[config.mk]
export PLATFORM = sky130hd
export DESIGN_NAME = mic_sampler
export DESIGN_NICKNAME = d
export VERILOG_FILES = /design/src/rtl/mic_pkg.sv /design/src/rtl/mic_sampler_tick_gen.sv /design/src/rtl/mic_sampler.sv
export SDC_FILE = /design/constraint.sdc
export NUM_CORES = 1
export LEC_CHECK = 0
export ABC_AREA = 1
export BUFFER_PORTS_ARGS = -buffer_cell sky130_fd_sc_hd__buf_4
export CORE_ASPECT_RATIO = 0.9
export CORE_MARGIN = 3
export CORE_UTILIZATION = 47
export CTS_CLUSTER_DIAMETER = 60
export CTS_CLUSTER_SIZE = 24
export DETAILED_ROUTE_END_ITERATION = 8
export GPL_TIMING_DRIVEN = 0
export SLEW_MARGIN = 40
export SYNTH_ARGS = -nofsm -noshare
export SYNTH_HDL_FRONTEND = slang
export SYNTH_HIERARCHICAL = 1
export SYNTH_SLANG_ARGS = --single-unit
[constraint.sdc]
create_clock -name CLK -period 2.95 [get_ports CLK]
set_input_delay 0.4425 -clock CLK [delete_from_list [all_inputs] [get_ports CLK]]
set_output_delay 0.4425 -clock CLK [all_outputs]
set_load 0.005 [all_outputs]
[src/rtl/mic_pkg.sv]
// mic_pkg
// Shared definitions for the microphone ADC front end.
//   state_t    : sequencer states (IDLE, SHIFT, DONE)
//   FRAME_BITS : SCLK rising edges per read frame
//   LEAD_ZEROS : leading bits the ADC sends ahead of the conversion result
//   SAMPLE_W   : width of the conversion result
package mic_pkg;

    typedef enum logic [1:0] {
        IDLE  = 2'd0,
        SHIFT = 2'd1,
        DONE  = 2'd2
    } state_t;

    localparam int FRAME_BITS = 16;
    localparam int LEAD_ZEROS = 4;
    localparam int SAMPLE_W   = 12;

endpackage

[src/rtl/mic_sampler_tick_gen.sv]
// tick_gen
// Free-running modulo-DIV counter with a one-cycle tick on its last count.
// Ports:
//   clk  in  : clock
//   rst  in  : asynchronous active-high reset, clears the counter
//   tick out : high for the one cycle in which the counter holds DIV-1
module tick_gen #(
    parameter int DIV = 5000
) (
    input  logic clk,
    input  logic rst,
    output logic tick
);

    localparam int            CW   = (DIV > 1) ? $clog2(DIV) : 1;
    localparam logic [CW-1:0] LAST = CW'(DIV - 1);

    logic [CW-1:0] count;

    // Counter wraps at DIV-1 and never stops, so ticks stay evenly spaced
    // whatever the consumer is doing.
    always_ff @(posedge clk or posedge rst) begin
        if (rst) begin
            count <= '0;
        end else if (count == LAST) begin
            count <= '0;
        end else begin
            count <= count + CW'(1);
        end
    end

    assign tick = (count == LAST);

endmodule

[src/rtl/mic_sampler.sv]
// mic_sampler
// Runs one 16-clock SPI read frame on the Pmod mic ADC every SAMPLE_DIV
// clocks and presents the 12-bit result with a one-cycle valid strobe.
// Ports:
//   CLK          in  : system clock
//   RESET        in  : asynchronous active-high reset
//   J_MIC_DATA   in  : ADC serial data (MISO)
//   J_MIC_CS     out : ADC chip select, active low
//   J_MIC_SCLK   out : ADC serial clock, idles high
//   sample       out : last completed conversion (unsigned)
//   sample_valid out : one-cycle pulse when sample updates
//   frame_err    out : pulse with sample_valid when a leading bit read 1
module mic_sampler
    import mic_pkg::*;
#(
    parameter int SAMPLE_DIV = 5000,
    parameter int SCLK_HALF  = 5
) (
    input  logic                CLK,
    input  logic                RESET,
    input  logic                J_MIC_DATA,
    output logic                J_MIC_CS,
    output logic                J_MIC_SCLK,
    output logic [SAMPLE_W-1:0] sample,
    output logic                sample_valid,
    output logic                frame_err
);

    // Half-period slot 0 is the CS-to-first-fall setup time; slots 1..32
    // are the 32 SCLK half-periods, so the last slot index is 2*FRAME_BITS.
    localparam logic [5:0] H_LAST = 6'(SCLK_HALF - 1);
    localparam logic [5:0] P_LAST = 6'(2 * FRAME_BITS);

    state_t                state;
    logic [5:0]            h;
    logic [5:0]            p;
    logic [FRAME_BITS-1:0] shreg;
    logic                  data_q;
    logic                  tick;

    tick_gen #(
        .DIV (SAMPLE_DIV)
    ) u_tick (
        .clk  (CLK),
        .rst  (RESET),
        .tick (tick)
    );

    // Sequencer. SCLK is registered and takes the level of the slot being
    // entered: odd slots low, even slots high. Entering an even slot is a
    // rising edge, which is when the registered MISO bit is shifted in.
    // A tick that arrives outside IDLE is simply ignored.
    always_ff @(posedge CLK or posedge RESET) begin
        if (RESET) begin
            state        <= IDLE;
            h            <= '0;
            p            <= '0;
            shreg        <= '0;
            data_q       <= 1'b0;
            J_MIC_CS     <= 1'b1;
            J_MIC_SCLK   <= 1'b1;
            sample       <= '0;
            sample_valid <= 1'b0;
            frame_err    <= 1'b0;
        end else begin
            data_q       <= J_MIC_DATA;
            sample_valid <= 1'b0;
            frame_err    <= 1'b0;
            case (state)
                IDLE: begin
                    J_MIC_CS   <= 1'b1;
                    J_MIC_SCLK <= 1'b1;
                    if (tick) begin
                        state    <= SHIFT;
                        J_MIC_CS <= 1'b0;
                        h        <= '0;
                        p        <= '0;
                    end
                end
                SHIFT: begin
                    if (h == H_LAST) begin
                        h <= '0;
                        if (p == P_LAST) begin
                            state        <= DONE;
                            p            <= '0;
                            J_MIC_CS     <= 1'b1;
                            J_MIC_SCLK   <= 1'b1;
                            sample       <= shreg[SAMPLE_W-1:0];
                            sample_valid <= 1'b1;
                            frame_err    <= |shreg[FRAME_BITS-1 -: LEAD_ZEROS];
                        end else begin
                            p          <= p + 6'd1;
                            J_MIC_SCLK <= p[0];
                            if (p[0]) begin
                                shreg <= {shreg[FRAME_BITS-2:0], data_q};
                            end
                        end
                    end else begin
                        h <= h + 6'd1;
                    end
                end
                DONE: begin
                    state <= IDLE;
                end
                default: begin
                    state <= IDLE;
                end
            endcase
        end
    end

endmodule

## Word-level counts from Yosys, hierarchy flattened

Cells that the tools add are included.

| word-level totals | value |
|---|---|
| register bits | 60 |
| bits of input ports | 3 |
| output and inout bits | 16 |
| word-level logic and storage cells | 56 |

| cells by class | value |
|---|---|
| $add $sub $neg | 3 |
| equality and inequality tests | 7 |
| multiplexer cells | 24 |
| bitwise operators | 1 |
| reduce and logical (&&, ||, !) cells | 10 |

Operator list:

| cell | count |
|---|---|
| two-way mux 6 bit | 4 |
| one-hot mux 6 bit (2 select lines) | 2 |
| adder 13 x 1 -> 13 bit, second input constant | 1 |
| == test 13 bit, second input constant | 1 |
| two-way mux 13 bit | 1 |
| adder 6 x 1 -> 6 bit, second input constant | 2 |
| AND reduction 3 bit | 4 |
| two-way mux 1 bit | 11 |
| == test 6 x 3 -> 1 bit, second input constant | 1 |
| == test 6 bit, second input constant | 1 |
| two-way mux 2 bit | 3 |
| != test 2 bit, second input constant | 3 |
| one-hot mux 1 bit (2 select lines) | 2 |
| one-hot mux 2 bit (2 select lines) | 1 |
| AND reduction 2 bit | 2 |
| AND reduction 4 bit | 1 |
| OR reduction 4 bit | 1 |
| == test 2 x 1 -> 1 bit, second input constant | 1 |
| zero test 2 bit | 1 |
| nonzero test 2 bit | 1 |
| inverter 1 bit | 1 |

## Depth between registers and ports, before layout

| logic depth | value |
|---|---|
| depth in word-level cells | 4 |
| depth in mapped cells | 10 |
| mapped depth without buffers | 10 |

## By module

The synthesis kept the hierarchy.

Modules (own cells, without submodules):

| module | times used | cells an instance | area an instance (µm²) | sequential area each (µm²) |
|---|---|---|---|---|
| mic_sampler | 1 | 238 | 2142.1 | 1178.6 |
| tick_gen | 1 | 104 | 770.7 | 325.3 |

## Worst setup path before layout

No wires, ideal clock.

| path | value |
|---|---|
| path type | register to register |
| start point | register u_tick.count[0] |
| end point | register p[5] |
| library setup time | 0.071 ns |
| data arrival time | 1.480 ns |
| required time | 2.879 ns |
| path slack | 1.399 ns |
| stages on the path, launching flop included | 10 |
| buffers on the path | 0 |
| period minus slack after synthesis | 1.551 ns |
| path through | dfrtp_1 -> ha_1 -> nand2_2 -> nor3_1 -> o21ai_1 -> inv_1 -> nand3_1 -> nand2_1 -> inv_1 -> nor2_1 |

| on the way | value |
|---|---|
| word-level cells in the longest chain between the ends | 3 |

Ends and longest elaborated chain:

| element | line | RTL |
|---|---|---|
| start, declared | mic_sampler_tick_gen.sv:18 | `logic [CW-1:0] count;` |
| start signal, assigned | mic_sampler_tick_gen.sv:28 | `count <= count + CW'(1);` |
| == test 13 bit | mic_sampler_tick_gen.sv:32 | `assign tick = (count == LAST);` |
| net tick | mic_sampler.sv:39 | `logic tick;` |
| != test 2 bit (no source line) | -- |  |
| AND reduction 3 bit (no source line) | -- |  |
| end signal, assigned | mic_sampler.sv:92 | `p <= p + 6'd1;` |
| end, declared | mic_sampler.sv:36 | `logic [5:0] p;` |

The timed path passes the listed nets, and every way through them passes these cells.
A chain may end at the register's enable or synchronous reset.

## Worst setup path in the final report

| path | value |
|---|---|
| start point | register u_tick.count[0] |
| end point | register h[2] |

| on the way | value |
|---|---|
| word-level cells in the longest chain between the ends | 3 |

Ends and longest elaborated chain:

| element | line | RTL |
|---|---|---|
| == test 13 bit | mic_sampler_tick_gen.sv:32 |  |
| net tick | mic_sampler.sv:39 |  |
| != test 2 bit (no source line) | -- |  |
| AND reduction 2 bit (no source line) | -- |  |
| end signal, assigned | mic_sampler.sv:99 | `h <= h + 6'd1;` |
| end, declared | mic_sampler.sv:35 | `logic [5:0] h;` |

The timed path passes the listed nets, and every way through them passes these cells.

==> impl_metrics.ini <==
[outcome]
status = finished, final reports clean

[pwr]
cellLeakagePower_nw = 1.70
power.total_mw = 1.60
ir_worst_vdd_uv = 258
power_density_nw_per_um2 = 474

[routing]
dr.pass1.iters = 4
via_count = 2216
wirelength_mm = 5.47
viasPerCell = 4.95
route.detailed.drc = 0
initialDrtViolationCount = 92
ant_nets = 0
wl_per_cell_um = 12.2

[placed_design]
place_congestion = 0.787
hpwl_mm = 3.84
pre_cts_ws_ns = 1.05
portBuffers = 18
placed_cell_area_um2 = 3160

[cts]
cts_tree = done
clk_pin_slew_ns = 0.07
cts_made_buffers = 9
htreeDepth = 3
insertion_delay_ns = 0.33
clk_path_buf_depth = 2
cts-resized-gates = 0
cts_root_buffer = clkbuf_8
cts_sinks = 60

[job]
drv_cap = 0

[die]
die_h_um = 80.7
initial_core_util_pct = 50.0
dieArea_um2 = 7180
ios = 19
die_w_um = 89.0
design.core.area_um2 = 5820
row_count = 26

[grt]
grt_pass1_vias = 2098
grt_first_pass_wirelength_mm = 9.69
grt_start_max_net_pins = 38
antenna_found_initial = 0
overflow = 0
track_usage_pct = 17.7

[synth]
ys_warn_count = 6
syn_area_per_cell_um2 = 8.52
syn_inst = 342
synthAdderAreaFrac_pct = 2.15
synth-compound-area-share_pct = 4.68
syn_area_um2 = 2910
syn-num-nets = 350
seq_area_frac_synth_pct = 51.6
synth_xor_area_share_pct = 2.71
synthSimpleGateAreaFrac_pct = 31.1
muxShareOfSynthArea_pct = 0
synth_top_family_by_area = simple AND/OR/NAND/NOR gates
ys_seq_elements = 60
yosysUniqueCellTypes = 29

[sta]
worst_pin_slew_ns = 0.511
hold_viol_final = 0
clock_skew_ns = 0.00879
rsz0062_at_grt = no
max_slew_margin_pct = 65.9
fin_crit_ns = 1.92
clock.fmax_ghz = 0.520
finalMaxSlewViolations = 0
setup_viol = 0
finalCritPeriodShare_pct = 65.1
worst_slack_ns = 1.03
setup-tns-final_ns = 0

[layout]
diodes = 0
layout_commonest_cell = nand2_1
final_cell_area_um2 = 3370
post-route-util_pct = 57.9
drive_above_1_share_pct = 20.4
fin_nets = 381
layout_common_cells = nand2_1 (103), dfrtp_1 (58), inv_1 (35)
area_growth_pct = 15.7

[worst_setup_path]
cp.arrival_ns = 2.17
path_cells = ha_1 > nand2_2 > nor3_1 > o21ai_1 > inv_1 > a21oi_1 > nor3_1
endpoint_kind = flop
crit_slowest_cell = dfrtp_1
r2r_cells = 7
start_kind = flop
worst-path-max-fanout = 7
required_ns = 3.20
max_stage_delay_ns = 0.40
crit_top_cell = nor3_1
path_class = flop to flop

[min_path]
holdCritPathClass = input pin to flop
hold-path-cell-count = 1
==> cell type report <==
| type | instances | area (um2) |
|---|---|---|
| Tap cell | 70 | 87.6 |
| Clock buffer | 12 | 155 |
| Timing Repair Buffer | 20 | 165 |
| Buffer | 7 | 62.6 |
| Inverter | 43 | 164 |
| Sequential cell | 60 | 1500 |
| Multi-Input combinational cell | 232 | 1180 |
| Fill cell | 543 | 2450 |
| Clock inverter | 4 | 47.5 |
==> kinds of logic after synthesis <==
| group | Yosys count |
|---|---|
| AOI/OAI and AO/OA | 21 |
| xor gates and xnor gates | 9 |
| adders and majority gates | 5 |
| buffers and inverters | 50 |
| DFF | 60 |
| and+or+nand+nor | 197 |
==> synth_stat cells <==
library cell	n	area, um2
nand2_1	103	387
dfrtp_1	58	1450
inv_1	36	135
nor2_1	30	113
nand3_1	28	140
xor2_1	9	78.8
nand4_1	8	50.1
nand2_2	7	43.8
o21ai_1	7	35.0
inv_2	6	22.5
nor3_1	6	30.0
o21ai_0	6	30.0
ha_1	5	62.6
nor2_4	5	56.3
o21ai_2	5	43.8
buf_6	4	45.0
nor2_2	4	25.0
buf_2	2	10.0
dfstp_2	2	52.6
nand3_2	2	20.0
a21oi_1	1	5.00
buf_4	1	7.51
clkinv_1	1	3.75
nand3_4	1	17.5
nand4_2	1	12.5
nor4_1	1	6.26
o21ai_4	1	16.3
o22ai_1	1	6.26
or2_2	1	6.26
==> registers in the layout, indices dropped and copies added, names as in the netlist <==
name,flops
u_tick/count,13
shreg,16
h,6
J_MIC_SCLK,1
sample_valid,1
frame_err,1
state,2
sample,12
data_q,1
p,6
J_MIC_CS,1
==> path summary, 6_finish.rpt <==
path                            startpoint               to  slack (ns)
hold / removal                  J_MIC_DATA           data_q        0.22
setup reg to reg           u_tick/count[0]             h[2]        1.03
hold reg to reg                   shreg[8]         shreg[8]        0.47
min in group asynchronous            RESET        sample[7]        0.56
setup / recovery           u_tick/count[0]             h[2]        1.03
max in group asynchronous            RESET  u_tick/count[4]        1.89
==> layer usage <==
metal	vias up	global-route usage (%)	share of wire (%)
met5	-	0	0
met4	0	4.46	0.57
met3	4	5.85	3.3
met2	31	26.1	45
met1	1045	25.1	51
li1	1136	-	-
==> worst max-delay path, delay by kind of cell, from the launching register on <==
kind                       cells  cell delay (ns)
AOI/OAI and AO/OA              2             0.30
buffers and inverters          1             0.23
adders and majority gates      1             0.24
and+or+nand+nor                3             0.68
DFF                            1             0.40
==> where the power goes <==
| part | total [mW] | internal [mW] | switching (mW) | leakage [nW] |
|---|---|---|---|---|
| Clock | 0.750 | 0.434 | 0.317 | 0.102 |
| Combinational | 0.0227 | 0.00569 | 0.0170 | 0.780 |
| Sequential | 0.824 | 0.823 | 0.000221 | 0.815 |
| Total | 1.60 | 1.26 | 0.334 | 1.70 |
==> timing repair <==
action / 4_1_cts / 5_1_grt
hold endpoints to repair: 6 / 0
setup buffers: 0 / 0
hold buffers: 1 / 0
==> stage by stage <==
stage	instances	hold slack, ns
2_1_floorplan	342	0.319
3_3_place_gp	430	0.455
3_5_place_dp	431	0.365
4_1_cts	448	0.197
5_1_grt	448	0.192
6_report	448	0.215
(Power assumes the default switching activity.)
